File: src/rtl/vector_sequencer.sv
// Steps a 3-bit stimulus vector 0..7 with a programmable hold per vector, then pulses done.
// Defining SEQ_CAPTURE_EN adds the results port and per-vector capture of {x_in,y_in}.
module vector_sequencer (
    input  logic        clk,
    input  logic        rst_n,
    input  logic        start,
    input  logic        abort,
    input  logic [7:0]  hold_cycles,
    input  logic        x_in,
    input  logic        y_in,
    output logic        a,
    output logic        b,
    output logic        c,
    output logic [2:0]  vec_idx,
    output logic        busy,
    output logic        done
`ifdef SEQ_CAPTURE_EN
    ,
    output logic [15:0] results
`endif
);

    // state | meaning
    // IDLE  | waiting for start
    // RUN   | sweeping vectors 0..7, each held for the latched N cycles
    // DONE  | one-cycle completion pulse
    typedef enum logic [1:0] {
        S_IDLE = 2'd0,
        S_RUN  = 2'd1,
        S_DONE = 2'd2
    } state_t;

    state_t      state;
    state_t      state_nxt;
    logic [7:0]  n_reg;
    logic [7:0]  hold_cnt;
    logic [7:0]  n_eff;
    logic        start_ok;
    logic        hold_expired;
    logic        last_vec;

    assign n_eff        = (hold_cycles == 8'd0) ? 8'd1 : hold_cycles;
    assign start_ok     = (state == S_IDLE) && start;
    assign hold_expired = (state == S_RUN) && (hold_cnt == 8'd0);
    assign last_vec     = (vec_idx == 3'd7);

    always_ff @(posedge clk or negedge rst_n) begin
        if (!rst_n) begin
            state <= S_IDLE;
        end else begin
            state <= state_nxt;
        end
    end

    always_comb begin
        state_nxt = state;
        case (state)
            S_IDLE: begin
                if (start) begin
                    state_nxt = S_RUN;
                end
            end
            S_RUN: begin
                // abort outranks a simultaneous hold expiry
                if (abort) begin
                    state_nxt = S_IDLE;
                end else if (hold_expired && last_vec) begin
                    state_nxt = S_DONE;
                end
            end
            S_DONE: begin
                state_nxt = S_IDLE;
            end
            default: begin
                state_nxt = S_IDLE;
            end
        endcase
    end

    always_comb begin
        busy = (state == S_RUN);
        done = (state == S_DONE);
        a    = vec_idx[2];
        b    = vec_idx[1];
        c    = vec_idx[0];
    end

    // Hold timer counts down from N-1; zero marks the final cycle of the current vector.
    always_ff @(posedge clk or negedge rst_n) begin
        if (!rst_n) begin
            n_reg    <= 8'd1;
            hold_cnt <= 8'd0;
            vec_idx  <= 3'd0;
        end else if (start_ok) begin
            n_reg    <= n_eff;
            hold_cnt <= n_eff - 8'd1;
            vec_idx  <= 3'd0;
        end else if (state == S_RUN) begin
            if (abort || (hold_expired && last_vec)) begin
                hold_cnt <= 8'd0;
                vec_idx  <= 3'd0;
            end else if (hold_expired) begin
                hold_cnt <= n_reg - 8'd1;
                vec_idx  <= vec_idx + 3'd1;
            end else begin
                hold_cnt <= hold_cnt - 8'd1;
            end
        end
    end

`ifdef SEQ_CAPTURE_EN
    always_ff @(posedge clk or negedge rst_n) begin
        if (!rst_n) begin
            results <= 16'h0000;
        end else if (start_ok) begin
            results <= 16'h0000;
        end else if (hold_expired && !abort) begin
            results[{vec_idx, 1'b0} +: 2] <= {x_in, y_in};
        end
    end
`else
    logic unused_xy;
    assign unused_xy = x_in ^ y_in;
`endif

endmodule

File: config.mk
export PLATFORM = sky130hd
export DESIGN_NAME = vector_sequencer
export DESIGN_NICKNAME = d
export VERILOG_FILES = /design/src/rtl/vector_sequencer.sv
export SDC_FILE = /design/constraint.sdc
export NUM_CORES = 1
export LEC_CHECK = 0
export ABC_AREA = 0
export BUFFER_PORTS_ARGS = -buffer_cell sky130_fd_sc_hd__buf_2
export CELL_PAD_IN_SITES_DETAIL_PLACEMENT = 2
export CELL_PAD_IN_SITES_GLOBAL_PLACEMENT = 2
export CORE_MARGIN = 1.5
export CORE_UTILIZATION = 36
export CTS_CLUSTER_SIZE = 30
export DETAILED_ROUTE_END_ITERATION = 10
export MAX_ROUTING_LAYER = met4
export PLACE_DENSITY_LB_ADDON = 0.1
export RECOVER_POWER = 25
export SETUP_SLACK_MARGIN = 0.3
export SLEW_MARGIN = 0
export SYNTH_ARGS = -nofsm -noshare
export SYNTH_HDL_FRONTEND = slang
export SYNTH_SLANG_ARGS = --single-unit
File: constraint.sdc
create_clock -name clk -period 4.4 [get_ports clk]
set_input_delay 0.22 -clock clk [delete_from_list [all_inputs] [get_ports clk]]
set_output_delay 0.22 -clock clk [all_outputs]
set_load 0.02 [all_outputs]
==> impl_metrics.yaml <==
placement:
  place_congestion: 0.810
  port_buffers: 19
  dpl_cell_area_sq_um: 1550
  dpl.cell_count: 224
  place_hpwl_mm: 3.50
  place_ws_ps: 1640
drt:
  first_pass_iters: 4
  viasPerCell: 6.04
  dr.first_iter.drc_count: 37
  routedWlPerCell_um: 20.2
  ant_nets: 0
  wirelength_mm: 4.63
  num_vias: 1384
  drcViolationCount: 0
layout:
  antenna-diode-count: 0
  seqCellArea_sq_um: 527
  finish.utilization_pct: 42.8
  drive_gt1_share_pct: 19.3
  fin_cells: 229
  area_growth_pct: 11.6
  multi_input_area_sq_um: 833
  fin_nets: 200
  stdcell_area_sq_um: 1600
  fillers: 444
floorplan:
  fp.dieH_um: 66.2
  die_x_um: 66.2
  io-pin-count: 22
  dieArea_sq_um: 4380
  start_util_pct: 38.4
  core_area_sq_um: 3740
  rows: 22
logic_synthesis:
  ys_seq_area_share_pct: 36.6
  synthTopCellsByCount: "nand2_1, dfrtp_1, nor2_1"
  yosysUniqueCellTypes: 53
  synthFlopType: "dfrtp_1"
  yosys_register_bits: 21
  syn-num-nets: 182
  ys_warn_count: 0
  synthTopCellsByArea: "dfrtp_1, nand2_1, a21oi_1"
  synth_top_area_cell: "dfrtp_1"
  synth_edf_count: 0
  yosysMostFrequentCell: "nand2_1"
  syn_inst: 164
  synth_top_cell_area_share_pct: 34.8
  syn_area_sq_um: 1440
  ys_async_sr_fraction_pct: 100
  syn_avg_cell_area_sq_um: 8.77
global_routing:
  antenna_found_initial: 0
  gr-total-overflow: 0
  grt_pass1_vias: 1514
  grt_usage_pct: 24.1
  grt_pass1_wl_mm: 7.68
  grt_max_degree: 22
critical_path:
  critPathKind: "reg2reg"
  startpoint_type: "flop"
  worst-path-buf-inv: 0
  crit_path_max_incr_delay_ps: 570
  critPathArrivalTime_ps: 2920
  crit_chain: "nor4b_4, and3_4, a21oi_1, ha_1, or3b_1, a31oi_1, a2111oi_0, nor3_1"
  regToRegSetupSlack_ps: 1620
  required_ps: 4540
  timing.rr.start: "state[1]"
  cpMaxStageDelayCell: "nor4b_4"
  crit_fanout: 13
  reg2reg_to: "hold_cnt[4]"
  end_kind: "flop"
  path_delay_family: "simple AND/OR/NAND/NOR gates"
  r2r_cells: 8
timing:
  setup_viol: 0
  fmax_mhz: 360
  fin_tns_setup_ps: 0
  fin_crit_ps: 2780
  finalHoldViolCount: 0
  finalWorstSetupSlack_ps: 1620
  slew_viol_final: 0
  hold-worst-slack_ps: 176
  rsz0062_at_grt: "false"
  finalCritPeriodShare_pct: 63.2
  skew_ps: 2.77
  tightest_slew_ps: 1230
  max-slew-margin-rel_pct: 17.9
clock_network:
  cts.repair.resized: 0
  clk_path_buf_depth: 2
  post_cts_buffers: 0
  clkSlewWorstSetupHoldPaths_ps: 80
  clock_sinks: 21
  root_buffer: "clkbuf_8"
  htree_levels: 1
  cts_tree: "yes"
  cts_made_buffers: 3
  clkLatencyLatePin_ps: 260
power_and_ir_drop:
  leakagePower_nw: 0.707
  powerDensity_nw_per_um2: 426
  max-vdd-ir-drop_mv: 0.148
  power.total_mw: 0.684
min_path:
  hold_depth: 3
  hold_end: "n_reg[5]"
  hold_path_class: "in2reg"
  hold_start: "hold_cycles[5]"
outcome:
  run_status: "finished clean"
flow_run:
  cap_viol_max_count: 0
## worst min-delay path, delay by kind of cell
family	cells	cell delay, ps
buf+inv	1	90
simple gates	2	100
## timing repair
action	CTS	global route
endpoints found under the setup margin	0	0
hold buffers	1	0
endpoints found under the hold margin	20	0
## cells in the final DEF (no fill, tap or decap), types with 2 or more instances in the layout
cell type,count
a21oi_1,10
nand3_1,4
or2_2,3
nor2_1,11
o21ai_0,4
or3_1,4
a21o_1,2
buf_2,18
nand2b_1,2
inv_1,6
nor3_1,7
ha_1,4
xnor2_1,2
nand2_1,27
a22o_1,2
o311a_1,2
o31ai_1,3
o211ai_1,2
a221oi_1,2
nand4b_1,2
a31oi_1,3
nor4_1,3
clkbuf_8,3
o221ai_1,2
dfrtp_1,20
nor3b_1,2
a211oi_1,3
## per-layer routing
layer  wire (um)  part of all wire [%]  GRT usage (%)
met1        2090                    45           28.8
met5           0                     0              -
met4          64                   1.4           6.63
met3         138                   3.0           3.58
met2        2340                    50           42.1
## worst max path at each step
stage,startpoint,to,cells past startpoint
4_1_cts,state[1],hold_cnt[4],8
2_1_floorplan,state[1],hold_cnt[4],9
3_3_place_gp,state[1],hold_cnt[4],8
5_1_grt,state[1],hold_cnt[4],8
3_5_place_dp,state[1],hold_cnt[4],8
6_report,state[1],hold_cnt[4],8
## kinds of logic (layout without fill, tap and decap cells)
kind of cell	after synthesis	count (layout)	synth area share, %
multiplexers	1	1	0.783
AND/OR/NAND/NOR	72	72	27.3
XOR/XNOR	3	3	1.83
flip-flops	21	21	36.6
adder cells (fa/ha/maj)	4	4	3.48
AO/OA/AOI/OAI	48	48	24.5
buffers and inverters	15	32	5.40
## layout make-up
cell class / count / area share [%]
Clock buffer: 3 / 2.57
Clock inverter: 1 / 0.312
Inverter: 7 / 1.64
Multi-Input combinational cell: 128 / 52.0
Sequential cell: 21 / 32.8
Tap cell: 48 / 3.74
Timing Repair Buffer: 21 / 6.94
## where the power goes
part | switching (mW) | leakage (nW) | internal, mW
Sequential | 0.0731 | 0.265 | 0.235
Clock | 0.0695 | 0.0255 | 0.0632
Combinational | 0.142 | 0.417 | 0.101
Note: power is estimated with default switching activity, not from simulation.
